==> config.mk <==
export PLATFORM = sky130hd
export DESIGN_NAME = id_stall_ctrl_flat
export DESIGN_NICKNAME = d
export VERILOG_FILES = /design/src/rtl/id_stall_ctrl_if.sv /design/src/rtl/id_stall_ctrl.sv /design/src/flat_wrapper.sv
export SDC_FILE = /design/constraint.sdc
export NUM_CORES = 1
export LEC_CHECK = 0
export ABC_AREA = 1
export BUFFER_PORTS_ARGS = -buffer_cell sky130_fd_sc_hd__buf_2
export CAP_MARGIN = 20
export CORE_UTILIZATION = 57
export DETAILED_ROUTE_END_ITERATION = 7
export PLACE_DENSITY = 0.95
export REMOVE_ABC_BUFFERS = 1
export SYNTH_ARGS = -nofsm -noshare
export SYNTH_HDL_FRONTEND = slang
export SYNTH_SLANG_ARGS = --single-unit
==> constraint.sdc <==
create_clock -name clk_i -period 4.5 [get_ports clk_i]
set_input_delay 0.45 -clock clk_i [delete_from_list [all_inputs] [get_ports clk_i]]
set_output_delay 0.45 -clock clk_i [all_outputs]
set_load 0.01 [all_outputs]
==> src/rtl/id_stall_ctrl_if.sv <==
// Handshake bundle between the ID/EX pipeline glue and the interlock controller.
// The *_slot_o vectors expose the shadow slots as {valid, we, waddr[4:0], is_load, is_mdu}.
interface id_stall_ctrl_if #(
  parameter int CNT_W = 32
);
  logic             id_valid_i;
  logic             id_re1_i;
  logic             id_re2_i;
  logic [4:0]       id_raddr1_i;
  logic [4:0]       id_raddr2_i;
  logic             id_we_i;
  logic [4:0]       id_waddr_i;
  logic             id_is_load_i;
  logic             id_is_mdu_i;
  logic             mem_ack_i;
  logic             mdu_done_i;
  logic             flush_i;
  logic             stall_o;
  logic             bubble_o;
  logic             ex_hold_o;
  logic             mem_hold_o;
  logic [1:0]       cause_o;
  logic [CNT_W-1:0] stall_cnt_o;
  logic [8:0]       ex_slot_o;
  logic [8:0]       mem_slot_o;
  logic [8:0]       wb_slot_o;

  modport master (
    output id_valid_i, id_re1_i, id_re2_i, id_raddr1_i, id_raddr2_i,
           id_we_i, id_waddr_i, id_is_load_i, id_is_mdu_i,
           mem_ack_i, mdu_done_i, flush_i,
    input  stall_o, bubble_o, ex_hold_o, mem_hold_o, cause_o, stall_cnt_o,
           ex_slot_o, mem_slot_o, wb_slot_o
  );

  modport slave (
    input  id_valid_i, id_re1_i, id_re2_i, id_raddr1_i, id_raddr2_i,
           id_we_i, id_waddr_i, id_is_load_i, id_is_mdu_i,
           mem_ack_i, mdu_done_i, flush_i,
    output stall_o, bubble_o, ex_hold_o, mem_hold_o, cause_o, stall_cnt_o,
           ex_slot_o, mem_slot_o, wb_slot_o
  );
endinterface

==> src/rtl/id_stall_ctrl.sv <==
// Pipeline interlock: tracks in-flight writes in EX/MEM/WB and stalls ID on
// hazards the operand bypass cannot cover (EX result, pending load, busy MDU).
module id_stall_ctrl #(
  parameter int CNT_W = 32
) (
  input  logic         clk_i,
  input  logic         rst_n_i,
  id_stall_ctrl_if.slave bus
);

  typedef struct packed {
    logic       valid;
    logic       we;
    logic [4:0] waddr;
    logic       is_load;
    logic       is_mdu;
  } slot_t;

  slot_t            ex_q, ex_d;
  slot_t            mem_q, mem_d;
  slot_t            wb_q, wb_d;
  slot_t            id_rec;
  logic [CNT_W-1:0] cnt_q, cnt_d;

  logic       mem_hold;
  logic       ex_hold;
  logic       raw;
  logic       stall;
  logic [1:0] cause;

  logic       op_re    [2];
  logic [4:0] op_raddr [2];
  logic [1:0] op_hit;

  assign op_re[0]    = bus.id_re1_i;
  assign op_re[1]    = bus.id_re2_i;
  assign op_raddr[0] = bus.id_raddr1_i;
  assign op_raddr[1] = bus.id_raddr2_i;

  // Only the EX producer interlocks; MEM/WB results reach ID through the bypass.
  for (genvar gi = 0; gi < 2; gi++) begin : g_op
    assign op_hit[gi] = op_re[gi] && (op_raddr[gi] != 5'd0) &&
                        ex_q.valid && ex_q.we && (ex_q.waddr == op_raddr[gi]);
  end

  always_comb begin
    mem_hold = mem_q.valid && mem_q.is_load && !bus.mem_ack_i;
    ex_hold  = ex_q.valid && ex_q.is_mdu && !bus.mdu_done_i && !mem_hold;
    raw      = bus.id_valid_i && !mem_hold && !ex_hold && (|op_hit);
    stall    = mem_hold || ex_hold || raw;
    if (mem_hold)     cause = 2'd3;
    else if (ex_hold) cause = 2'd2;
    else if (raw)     cause = 2'd1;
    else              cause = 2'd0;
  end

  always_comb begin
    id_rec.valid   = bus.id_valid_i && !bus.flush_i;
    id_rec.we      = bus.id_we_i;
    id_rec.waddr   = bus.id_waddr_i;
    id_rec.is_load = bus.id_is_load_i;
    id_rec.is_mdu  = bus.id_is_mdu_i;

    ex_d  = id_rec;
    mem_d = ex_q;
    wb_d  = mem_q;
    // A hold freezes every stage up to the blocked one and bubbles the next.
    if (mem_hold) begin
      ex_d  = ex_q;
      mem_d = mem_q;
      wb_d  = '0;
    end else if (ex_hold) begin
      ex_d  = ex_q;
      mem_d = '0;
    end else if (raw) begin
      ex_d  = '0;
    end

    cnt_d = cnt_q;
    if (stall && (cnt_q != {CNT_W{1'b1}})) cnt_d = cnt_q + CNT_W'(1);
  end

  always_ff @(posedge clk_i or negedge rst_n_i) begin
    if (!rst_n_i) begin
      ex_q  <= '0;
      mem_q <= '0;
      wb_q  <= '0;
      cnt_q <= '0;
    end else begin
      ex_q  <= ex_d;
      mem_q <= mem_d;
      wb_q  <= wb_d;
      cnt_q <= cnt_d;
    end
  end

  assign bus.stall_o     = stall;
  assign bus.bubble_o    = raw;
  assign bus.ex_hold_o   = ex_hold;
  assign bus.mem_hold_o  = mem_hold;
  assign bus.cause_o     = cause;
  assign bus.stall_cnt_o = cnt_q;
  assign bus.ex_slot_o   = ex_q;
  assign bus.mem_slot_o  = mem_q;
  assign bus.wb_slot_o   = wb_q;

endmodule

==> src/flat_wrapper.sv <==
// flat-port wrapper written by rule: the top's interface ports become plain ports
module id_stall_ctrl_flat 
#(
  parameter int CNT_W = 32
)
  (clk_i, rst_n_i, bus_id_valid_i, bus_id_re1_i, bus_id_re2_i, bus_id_raddr1_i, bus_id_raddr2_i, bus_id_we_i, bus_id_waddr_i, bus_id_is_load_i, bus_id_is_mdu_i, bus_mem_ack_i, bus_mdu_done_i, bus_flush_i, bus_stall_o, bus_bubble_o, bus_ex_hold_o, bus_mem_hold_o, bus_cause_o, bus_stall_cnt_o, bus_ex_slot_o, bus_mem_slot_o, bus_wb_slot_o);
  id_stall_ctrl_if #(.CNT_W(CNT_W)) bus_i ();
  input  logic clk_i;
  input  logic rst_n_i;
  input wire logic [$bits(bus_i.id_valid_i)-1:0] bus_id_valid_i;
  input wire logic [$bits(bus_i.id_re1_i)-1:0] bus_id_re1_i;
  input wire logic [$bits(bus_i.id_re2_i)-1:0] bus_id_re2_i;
  input wire logic [$bits(bus_i.id_raddr1_i)-1:0] bus_id_raddr1_i;
  input wire logic [$bits(bus_i.id_raddr2_i)-1:0] bus_id_raddr2_i;
  input wire logic [$bits(bus_i.id_we_i)-1:0] bus_id_we_i;
  input wire logic [$bits(bus_i.id_waddr_i)-1:0] bus_id_waddr_i;
  input wire logic [$bits(bus_i.id_is_load_i)-1:0] bus_id_is_load_i;
  input wire logic [$bits(bus_i.id_is_mdu_i)-1:0] bus_id_is_mdu_i;
  input wire logic [$bits(bus_i.mem_ack_i)-1:0] bus_mem_ack_i;
  input wire logic [$bits(bus_i.mdu_done_i)-1:0] bus_mdu_done_i;
  input wire logic [$bits(bus_i.flush_i)-1:0] bus_flush_i;
  output wire logic [$bits(bus_i.stall_o)-1:0] bus_stall_o;
  output wire logic [$bits(bus_i.bubble_o)-1:0] bus_bubble_o;
  output wire logic [$bits(bus_i.ex_hold_o)-1:0] bus_ex_hold_o;
  output wire logic [$bits(bus_i.mem_hold_o)-1:0] bus_mem_hold_o;
  output wire logic [$bits(bus_i.cause_o)-1:0] bus_cause_o;
  output wire logic [$bits(bus_i.stall_cnt_o)-1:0] bus_stall_cnt_o;
  output wire logic [$bits(bus_i.ex_slot_o)-1:0] bus_ex_slot_o;
  output wire logic [$bits(bus_i.mem_slot_o)-1:0] bus_mem_slot_o;
  output wire logic [$bits(bus_i.wb_slot_o)-1:0] bus_wb_slot_o;
  assign bus_i.id_valid_i = bus_id_valid_i;
  assign bus_i.id_re1_i = bus_id_re1_i;
  assign bus_i.id_re2_i = bus_id_re2_i;
  assign bus_i.id_raddr1_i = bus_id_raddr1_i;
  assign bus_i.id_raddr2_i = bus_id_raddr2_i;
  assign bus_i.id_we_i = bus_id_we_i;
  assign bus_i.id_waddr_i = bus_id_waddr_i;
  assign bus_i.id_is_load_i = bus_id_is_load_i;
  assign bus_i.id_is_mdu_i = bus_id_is_mdu_i;
  assign bus_i.mem_ack_i = bus_mem_ack_i;
  assign bus_i.mdu_done_i = bus_mdu_done_i;
  assign bus_i.flush_i = bus_flush_i;
  assign bus_stall_o = bus_i.stall_o;
  assign bus_bubble_o = bus_i.bubble_o;
  assign bus_ex_hold_o = bus_i.ex_hold_o;
  assign bus_mem_hold_o = bus_i.mem_hold_o;
  assign bus_cause_o = bus_i.cause_o;
  assign bus_stall_cnt_o = bus_i.stall_cnt_o;
  assign bus_ex_slot_o = bus_i.ex_slot_o;
  assign bus_mem_slot_o = bus_i.mem_slot_o;
  assign bus_wb_slot_o = bus_i.wb_slot_o;
  id_stall_ctrl #(.CNT_W(CNT_W)) u_core (.clk_i(clk_i), .rst_n_i(rst_n_i), .bus(bus_i));
endmodule
==> results.py, run 1 <==
metrics = {
    "floorplan": {
        "die_w_um": 78.9,
        "dieHeight_um": 78.9,
        "rows": 27,
        "ios": 91,
        "start_util_pct": 60.1,
        "die-area_um2": 6220,
        "fp.coreArea_um2": 5610,
    },
    "worst_setup_path": {
        "required_ns": 4.05,
        "path_cells": "inv_1 > nor2_1 > nand2_1 > nand2_2 > clkinv_1 > nand2_2 > buf_2",
        "cp_slowest_cell": "nand2_2",
        "start_kind": "register",
        "cp_max_fo": 18,
        "cp_common_cell": "nand2_2",
        "critPathMaxStageDelay_ns": 0.42,
        "critPathKind": "reg2out",
        "endpoint_kind": "primary output",
        "crit_arrival_ns": 2.45,
    },
    "synth": {
        "synth.ff_latch_count": 59,
        "postSynthCellCount": 478,
        "syn-cell-area_um2": 3370,
        "yosysWarnings": 0,
        "yosysSeqAreaShare_pct": 43.8,
        "async_flop_share_pct": 100,
        "yosys.cell_types.count": 23,
        "synth.avg_cell_area_um2": 7.05,
        "synth_flop_cell": "dfrtp_1",
        "synth-edff-count": 0,
    },
    "power_and_ir_drop": {
        "power_frac_seq_pct": 48.8,
        "ir_drop_mv": 0.284,
        "leakage_nw": 2.23,
        "p_int_mw": 0.883,
        "clkPwrFrac_pct": 31.2,
        "p_per_area_nw_per_um2": 327,
        "p_sw_mw": 0.432,
        "switching_share_pct": 32.9,
        "comb_power_share_pct": 20.0,
        "total_power_mw": 1.32,
    },
    "layout": {
        "utilization_pct": 71.7,
        "syn2layout_area_growth_pct": 19.3,
        "final_area_um2": 4020,
        "n_antenna_cell": 0,
        "nNetsFinal": 597,
        "drive_gt1_share_pct": 19.8,
        "stdcell_count": 647,
        "final_common_cell": "nand2_1",
        "nFillCells": 501,
        "layout_common_cells": "nand2_1, buf_2, nor2_1, dfrtp_1, nand3_1",
    },
    "sta": {
        "setup_slack_ns": 1.60,
        "hold_viol_final": 0,
        "period_share_pct": 64.5,
        "holdWs_ns": 0.248,
        "rsz0062_at_grt": "no",
        "slew_violations": 0,
        "period_needed_ns": 2.90,
        "tightest_slew_ns": 0.718,
        "setup_violations": 0,
        "skew_ns": 0.0131,
        "setup_tns_ns": 0,
        "max-slew-margin-rel_pct": 52.2,
        "fmax_ghz": 0.345,
    },
    "flow_run": {
        "drv_cap": 0,
    },
    "drt": {
        "firstDrtPassIters": 5,
        "ant_nets": 0,
        "num_vias": 3525,
        "routed_wl_um": 8560,
        "vias_per_cell": 5.45,
        "drc_errors": 0,
        "post_drt_wl_per_cell_um": 13.2,
        "drt_iter0_drc": 225,
    },
    "clock_tree": {
        "cts_resized": 0,
        "clk_latency_ns": 0.35,
        "ctsHoldBuffers": 0,
        "post_cts_buffers": 0,
        "cts_max_level": 3,
        "clock_path_buffers": 2,
        "cts_tree": "done",
        "cts_inserted_buffers": 9,
        "clock-sinks": 59,
        "clk_pin_slew_worst_paths_ns": 0.07,
        "root_buffer": "clkbuf_8",
    },
    "global_route": {
        "grt_start_max_net_pins": 60,
        "grt_overflow_total": 0,
        "grt_pass1_vias": 3257,
        "antenna_found_initial": 0,
        "grt_pass1_wl_um": 14300,
        "grtUsageTotal_pct": 29.4,
    },
    "placement": {
        "port_buffers": 90,
        "postPlaceCellArea_um2": 3860,
        "hpwl_um": 6310,
        "place_inst": 631,
        "gp_congestion": 0.946,
        "dp_slack_ns": 1.65,
    },
    "outcome": {
        "outcome": "complete, no violations",
    },
    "worst_hold_path": {
        "hp-class": "in2async",
    },
}
-- worst max-delay path: cells and delay by family, from the launching register on --
| kind | cells | cell delay, ns |
|---|---|---|
| and+or+nand+nor | 4 | 1.10 |
| DFF | 1 | 0.34 |
| buffers and inverters | 3 | 0.66 |
-- worst paths after layout --
| path | from | end | slack (ns) | cells past startpoint |
|---|---|---|---|---|
| setup / recovery | u_core.bus.mem_slot_o[8]$_DFFE_PN0N_ | bus_stall_o | 1.60 | 7 |
| max in group asynchronous | rst_n_i | u_core.bus.stall_cnt_o[15]$_DFFE_PN0P_ | 3.78 | 2 |
| min in group clk_i | bus_flush_i | u_core.bus.ex_slot_o[8]$_DFFE_PN0P_ | 0.30 | 2 |
| hold reg to reg | u_core.bus.mem_slot_o[8]$_DFFE_PN0N_ | u_core.bus.wb_slot_o[8]$_DFF_PN0_ | 0.52 | 2 |
| setup reg to reg | u_core.bus.mem_slot_o[8]$_DFFE_PN0N_ | u_core.bus.stall_cnt_o[3]$_DFFE_PN0P_ | 1.78 | 9 |
| hold / removal | rst_n_i | u_core.bus.stall_cnt_o[20]$_DFFE_PN0P_ | 0.25 | 2 |
-- routing by layer --
layer	part of all wire, %	wire (um)	GRT usage (%)
met5	0	0	0
met4	3.3	282	17.3
met3	7.6	653	4.48
met2	49	4150	48.4
met1	41	3470	36.7
-- sequential cells by signal, summed over array words and instances (netlist names) --
register,cells
u_core.bus.stall_cnt_o,32
u_core.bus.ex_slot_o,9
u_core.bus.mem_slot_o,9
u_core.bus.wb_slot_o,9
-- synthesized netlist by cell type, types with 3 or more instances --
master	instances	area [um^2]
nor2_1	62	233
nor3_1	13	65.1
buf_2	6	30.0
nand2_2	3	18.8
buf_6	3	33.8
o22ai_1	8	50.1
dfrtp_1	59	1480
nand2_1	175	657
clkbuf_1	3	11.3
xnor2_1	4	35.0
xor2_1	17	149
inv_1	48	180
nand3_1	49	245
nand4_1	3	18.8
o21ai_0	11	55.1
nand3b_1	7	52.6
-- cell type report --
| class | instances | area (um^2) | area share [%] |
|---|---|---|---|
| multi-input cells | 357 | 1630 | 40.6 |
| flip-flops and latches | 59 | 1480 | 36.7 |
| repair buffers | 93 | 473 | 11.8 |
| inverters | 50 | 188 | 4.67 |
| clock buffers | 11 | 131 | 3.27 |
| well taps | 72 | 90.1 | 2.24 |
| clock inverters | 5 | 30.0 | 0.747 |
-- power by group through the flow --
| stage | Combinational [mW] | Clock (mW) | Sequential [mW] |
|---|---|---|---|
| 6_report | 0.264 | 0.410 | 0.642 |
| 5_1_grt | 0.296 | 0.437 | 0.648 |
| 4_1_cts | 0.265 | 0.414 | 0.641 |
| 3_5_place_dp | 0.265 | 0 | 0.649 |
| 3_3_place_gp | 0.253 | 0 | 0.647 |
| 2_1_floorplan | 0.119 | 0 | 0.669 |
-- cell families after synthesis --
family | count (synthesis) | share of synthesized area [%]
XOR/XNOR | 21 | 5.46
AO/OA/AOI/OAI | 20 | 3.27
adder cells (fa/ha/maj) | 1 | 0.371
AND/OR/NAND/NOR | 315 | 39.3
flip-flops | 59 | 43.8
buffers and inverters | 62 | 7.80
Note: power is estimated with default switching activity, not from simulation.
==> run 2: changes to the inputs <==
--- a/config.mk
+++ b/config.mk
@@ -8,9 +8,9 @@
 export ABC_AREA = 1
 export BUFFER_PORTS_ARGS = -buffer_cell sky130_fd_sc_hd__buf_2
 export CAP_MARGIN = 20
-export CORE_UTILIZATION = 57
+export CORE_UTILIZATION = 48
 export DETAILED_ROUTE_END_ITERATION = 7
-export PLACE_DENSITY = 0.95
+export PLACE_DENSITY = 0.87
 export REMOVE_ABC_BUFFERS = 1
 export SYNTH_ARGS = -nofsm -noshare
 export SYNTH_HDL_FRONTEND = slang
==> constraint.sdc (replaced) <==
create_clock -name clk_i -period 2.38 [get_ports clk_i]
set_input_delay 0.238 -clock clk_i [delete_from_list [all_inputs] [get_ports clk_i]]
set_output_delay 0.238 -clock clk_i [all_outputs]
set_load 0.01 [all_outputs]
==> run 2 against run 1 <==
  * Sequential power is 88% higher
  * Clock skew is 0.0073 ns lower
  * Register-to-register slack worse by 1.5 ns
  * First-iteration DRC count is 15% lower
  * Core utilization is 11 points lower
  * Critical endpoint unchanged
  * Setup slack worse by 1.4 ns
==> results.py, run 2 (same netlist as run 1, synthesis figures left out) <==
metrics = {
    "outcome": {
        "outcome": "complete, no violations",
    },
    "worst_setup_path": {
        "path_buf_inv": 3,
        "critPathKind": "reg2out",
        "critPathMaxStageDelay_ns": 0.42,
        "path_delay_family": "simple AND/OR/NAND/NOR gates",
        "cp_slowest_cell": "dfrtp_1",
        "path_cells": "inv_1 > nor2_1 > nand2_1 > nand2_2 > nor2_1 > nand2_1 > nand2_2 > buf_4 > buf_2",
        "crit_arrival_ns": 1.92,
        "cp_max_fo": 17,
        "start_kind": "register",
        "required_ns": 2.14,
        "endpoint_kind": "primary output",
    },
    "floorplan": {
        "fp.coreArea_um2": 6790,
        "die_w_um": 85.8,
        "start_util_pct": 49.6,
        "die-area_um2": 7360,
        "dieHeight_um": 85.8,
        "ios": 91,
        "rows": 30,
    },
    "power_and_ir_drop": {
        "switching_share_pct": 33.0,
        "power_frac_seq_pct": 48.3,
        "ir_drop_mv": 0.340,
        "clkPwrFrac_pct": 31.4,
        "p_int_mw": 1.68,
        "p_per_area_nw_per_um2": 610,
        "leakage_nw": 2.27,
        "p_sw_mw": 0.827,
        "comb_power_share_pct": 20.4,
    },
    "sta": {
        "slew_violations": 0,
        "rsz0062_at_grt": "no",
        "tightest_slew_ns": 0.507,
        "setup_tns_ns": 0,
        "setup_violations": 0,
        "skew_ns": 0.00574,
        "period_share_pct": 90.6,
        "holdWs_ns": 0.0841,
        "max-slew-margin-rel_pct": 65.9,
        "hold_viol_final": 0,
        "period_needed_ns": 2.16,
        "fmax_ghz": 0.464,
    },
    "placement": {
        "hpwl_um": 6620,
        "port_buffers": 90,
        "gp_congestion": 0.913,
    },
    "clock_tree": {
        "clock_path_buffers": 2,
        "cts_inserted_buffers": 9,
        "cts_max_level": 3,
        "clk_pin_slew_worst_paths_ns": 0.07,
        "root_buffer": "clkbuf_8",
        "clock-sinks": 59,
        "clk_latency_ns": 0.34,
        "cts_tree": "done",
        "post_cts_buffers": 0,
    },
    "global_route": {
        "grtUsageTotal_pct": 25.2,
        "grt_start_max_net_pins": 33,
        "grt_pass1_wl_um": 14500,
        "grt_pass1_vias": 3255,
        "antenna_found_initial": 0,
        "grt_overflow_total": 0,
    },
    "drt": {
        "drc_errors": 0,
        "routed_wl_um": 8570,
        "firstDrtPassIters": 5,
        "num_vias": 3427,
        "post_drt_wl_per_cell_um": 12.7,
        "ant_nets": 0,
        "vias_per_cell": 5.06,
        "drt_iter0_drc": 191,
    },
    "layout": {
        "syn2layout_area_growth_pct": 21.9,
        "seq_area_um2": 1480,
        "drive_gt1_share_pct": 20.8,
        "final_common_cell": "nand2_1",
        "layout_common_cells": "nand2_1, buf_2, nor2_1, dfrtp_1, nand3_1",
        "nNetsFinal": 603,
        "nFillCells": 637,
        "n_antenna_cell": 0,
        "multi_input_area_um2": 1640,
        "largest_reg_flops": 32,
        "utilization_pct": 60.5,
    },
    "flow_run": {
        "drv_cap": 0,
    },
    "worst_hold_path": {
        "hp-class": "in2reg",
    },
}
==> run 2: changes by cell type in the layout (fill, tap and decap cells not counted), sizes merged <==
cell / previous run / this run
buf: 93 / 98
clkinv: 4 / 7
clkbuf: 11 / 9
clkinvlp: 2 / 1
dlygate4sd3: 0 / 1
==> run 2: timing repair <==
action                                  in CTS  in global routing
endpoints found under the setup margin       0                 31
gates resized for setup                      0                  1
hold buffers                                 1                  0
hold endpoints to repair                    20                  0
==> run 2: metal layers <==
layer  vias up  part of all wire, %  global-route usage (%)
met1      1585                   43                    30.4
met5         -                    0                       0
met3        14                  7.1                    5.00
met4         0                  1.7                    10.0
li1       1688                    -                       -
met2       140                   49                    44.3
==> run 2: per-stage QoR <==
stage	total power [mW]	instance area, um^2	std cells	setup slack, ns
floorplan	1.49	3290	466	-0.0500
global route	2.64	4110	677	0.0833
detailed placement	1.74	3930	660	0.169
finish	2.51	4110	677	0.223
CTS	2.52	4100	677	0.164
global placement	1.71	3930	660	0.359
==> run 2: final timing paths <==
| path | end | depth (start not counted) | slack, ns | startpoint |
|---|---|---|---|---|
| min in group asynchronous | u_core.bus.stall_cnt_o[7]$_DFFE_PN0P_ | 2 | 0.39 | rst_n_i |
| worst min register to register | u_core.bus.wb_slot_o[6]$_DFF_PN0_ | 2 | 0.51 | u_core.bus.mem_slot_o[6]$_DFFE_PN0N_ |
| worst max register to register | u_core.bus.stall_cnt_o[21]$_DFFE_PN0P_ | 9 | 0.32 | u_core.bus.stall_cnt_o[0]$_DFFE_PN0P_ |
| worst min-delay path | u_core.bus.ex_slot_o[8]$_DFFE_PN0P_ | 2 | 0.08 | bus_flush_i |
| max in group asynchronous | u_core.bus.mem_slot_o[1]$_DFFE_PN0N_ | 3 | 1.35 | rst_n_i |
| worst max-delay path | bus_stall_o | 9 | 0.22 | u_core.bus.ex_slot_o[8]$_DFFE_PN0P_ |
==> run 2: layout make-up <==
class | count | area share, %
Multi-Input combinational cell | 357 | 39.8
Sequential cell | 59 | 35.9
Timing Repair Buffer | 99 | 12.7
Inverter | 50 | 4.57
Clock buffer | 9 | 3.01
Tap cell | 96 | 2.92
Clock inverter | 7 | 1.10
==> run 2: power by group through the flow <==
stage | registers [mW] | clock network (mW) | logic [mW]
floorplan | 1.27 | 0 | 0.224
global placement | 1.22 | 0 | 0.497
detailed placement | 1.23 | 0 | 0.511
CTS | 1.21 | 0.797 | 0.515
global route | 1.22 | 0.838 | 0.572
finish | 1.21 | 0.786 | 0.511
==> run 2: worst register-to-register path, cell delays in order, from the launching register on <==
cell and delay (ns):
dfrtp_1 0.42, ha_1 0.31, nand3_2 0.17, nor2_4 0.18, nand4_1 0.11, nor2_1 0.14, nand4_2 0.13, buf_4 0.28
nand3_1 0.14, nand2_1 0.06
==> run 3: changes to the inputs <==
--- a/config.mk
+++ b/config.mk
@@ -8,6 +8,7 @@
 export ABC_AREA = 1
 export BUFFER_PORTS_ARGS = -buffer_cell sky130_fd_sc_hd__buf_2
 export CAP_MARGIN = 20
+export CORE_MARGIN = 2
 export CORE_UTILIZATION = 48
 export DETAILED_ROUTE_END_ITERATION = 7
 export PLACE_DENSITY = 0.87
==> run 3 against run 2 <==
  * Sequential power is essentially flat
  * Largest power group unchanged
  * Worst hold slack improved by 0.00092 ns
  * Combinational power rose by 1%
  * Largest cell class unchanged
==> results.py, run 3 (same netlist as run 1, synthesis figures left out) <==
metrics = {
    "worst_setup_path": {
        "critPathKind": "reg2out",
        "cp_max_fo": 33,
        "start_kind": "register",
        "r2r_start": "u_core.bus.stall_cnt_o[1]$_DFFE_PN0P_",
        "crit_arrival_ns": 1.98,
        "path_buf_inv": 3,
        "startpoint": "u_core.bus.ex_slot_o[8]$_DFFE_PN0P_",
        "critPathMaxStageDelay_ns": 0.42,
        "path_delay_family": "simple AND/OR/NAND/NOR gates",
        "path_cells": "inv_1 > nor2_1 > nand2_1 > nand2_2 > nor2_1 > nand2_1 > nand2_2 > buf_8 > buf_2",
        "required_ns": 2.14,
        "cp_slowest_cell": "dfrtp_1",
        "endpoint_kind": "primary output",
    },
    "layout": {
        "final_area_um2": 4150,
        "final_common_cell": "nand2_1",
        "drive_gt1_share_pct": 21.0,
        "n_antenna_cell": 0,
        "syn2layout_area_growth_pct": 23.1,
        "nFillCells": 621,
        "stdcell_count": 678,
        "nNetsFinal": 605,
        "layout_common_cells": "nand2_1, buf_2, nor2_1, dfrtp_1, nand3_1",
        "largest_reg_flops": 32,
    },
    "placement": {
        "dp_slack_ns": 0.359,
        "gp_congestion": 0.962,
        "port_buffers": 90,
        "place_inst": 662,
        "hpwl_um": 6990,
        "postPlaceCellArea_um2": 3950,
    },
    "floorplan": {
        "dieHeight_um": 87.8,
        "rows": 30,
        "die-area_um2": 7710,
        "die_w_um": 87.8,
        "start_util_pct": 49.6,
        "fp.coreArea_um2": 6790,
        "ios": 91,
    },
    "power_and_ir_drop": {
        "comb_power_share_pct": 20.3,
        "p_sw_mw": 0.816,
        "clkPwrFrac_pct": 32.1,
        "switching_share_pct": 31.9,
        "p_per_area_nw_per_um2": 616,
        "power_frac_seq_pct": 47.6,
        "ir_drop_mv": 0.370,
        "leakage_nw": 2.29,
        "p_int_mw": 1.74,
        "total_power_mw": 2.56,
    },
    "drt": {
        "num_vias": 3480,
        "routed_wl_um": 9100,
        "drt_iter0_drc": 264,
        "firstDrtPassIters": 5,
        "drc_errors": 0,
        "post_drt_wl_per_cell_um": 13.4,
        "ant_nets": 0,
        "vias_per_cell": 5.13,
    },
    "global_route": {
        "grtUsageTotal_pct": 25.6,
        "grt_start_max_net_pins": 34,
        "grt_pass1_vias": 3328,
        "grt_pass1_wl_um": 15500,
        "antenna_found_initial": 0,
        "grt_overflow_total": 0,
    },
    "sta": {
        "period_share_pct": 93.1,
        "setup_slack_ns": 0.165,
        "fmax_ghz": 0.451,
        "rsz0062_at_grt": "no",
        "slew_violations": 0,
        "setup_violations": 0,
        "period_needed_ns": 2.22,
        "max-slew-margin-rel_pct": 69.7,
        "holdWs_ns": 0.0850,
        "skew_ns": 0.00706,
        "tightest_slew_ns": 0.450,
        "hold_viol_final": 0,
    },
    "outcome": {
        "outcome": "complete, no violations",
    },
    "clock_tree": {
        "clk_latency_ns": 0.34,
        "root_buffer": "clkbuf_8",
        "post_cts_buffers": 0,
        "clock_path_buffers": 2,
        "clk_pin_slew_worst_paths_ns": 0.07,
        "clock-sinks": 59,
        "cts_inserted_buffers": 9,
        "cts_tree": "done",
        "cts_max_level": 3,
    },
    "worst_hold_path": {
        "min_from": "bus_flush_i",
        "hp-class": "in2reg",
    },
    "flow_run": {
        "drv_cap": 0,
    },
}
run 3: cell types whose count changed in the layout (fill, tap and decap cells not counted), sizes merged:
| cell | before | now |
|---|---|---|
| clkinv | 7 | 4 |
| buf | 98 | 100 |
| clkbuf | 9 | 11 |
run 3: what timing repair did:
action                                 CTS  global route
gates resized for setup                  0             2
hold buffers                             1             0
setup endpoints to repair                0             1
endpoints found under the hold margin   17             0
run 3: layer usage:
layer / GRT usage [%] / up-vias / wire [um]
met5: 0 / - / 0
li1: - / 1701 / -
met2: 43.0 / 158 / 4460
met3: 4.81 / 14 / 702
met1: 32.7 / 1607 / 3760
met4: 10.3 / 0 / 180
run 3: area by class of cell:
type / count / area (um^2) / share of cell area, %
Timing Repair Buffer: 101 / 556 / 13.4
Multi-Input combinational cell: 357 / 1630 / 39.3
Inverter: 50 / 188 / 4.52
Sequential cell: 59 / 1480 / 35.6
Clock inverter: 4 / 26.3 / 0.633
Clock buffer: 11 / 151 / 3.65
Tap cell: 96 / 120 / 2.90
run 3: worst paths after layout:
check,slack [ns],depth (start not counted),endpoint
max,0.16,9,bus_stall_o
max reg2reg,0.30,10,u_core.bus.stall_cnt_o[23]$_DFFE_PN0P_
min in group asynchronous,0.37,2,u_core.bus.stall_cnt_o[9]$_DFFE_PN0P_
min,0.08,2,u_core.bus.ex_slot_o[8]$_DFFE_PN0P_
min reg2reg,0.51,2,u_core.bus.wb_slot_o[8]$_DFF_PN0_
max in group asynchronous,1.38,3,u_core.bus.stall_cnt_o[23]$_DFFE_PN0P_
run 3: stage by stage:
step | TNS (ns) | utilization [%]
3_3_place_gp | 0 | 58.2
5_1_grt | 0 | 61.0
3_5_place_dp | 0 | 58.2
4_1_cts | 0 | 60.9
2_1_floorplan | -1.60 | -
6_report | 0 | 61.0
run 3: power groups by stage:
stage	combinational, mW	sequential, mW	clock (mW)
finish	0.518	1.22	0.822
global route	0.584	1.23	0.881
floorplan	0.224	1.27	0
global placement	0.502	1.22	0
detailed placement	0.518	1.23	0
CTS	0.520	1.21	0.842
run 3: worst reg2reg max path, stage by stage (launching register included):
cell	delay, ns
dfrtp_1	0.43
ha_1	0.32
nand3_2	0.18
nor2_4	0.18
nand4_1	0.10
nor2_1	0.14
nand4_2	0.11
nand2_2	0.24
buf_12	0.19
nand2_1	0.07
nand2_1	0.06
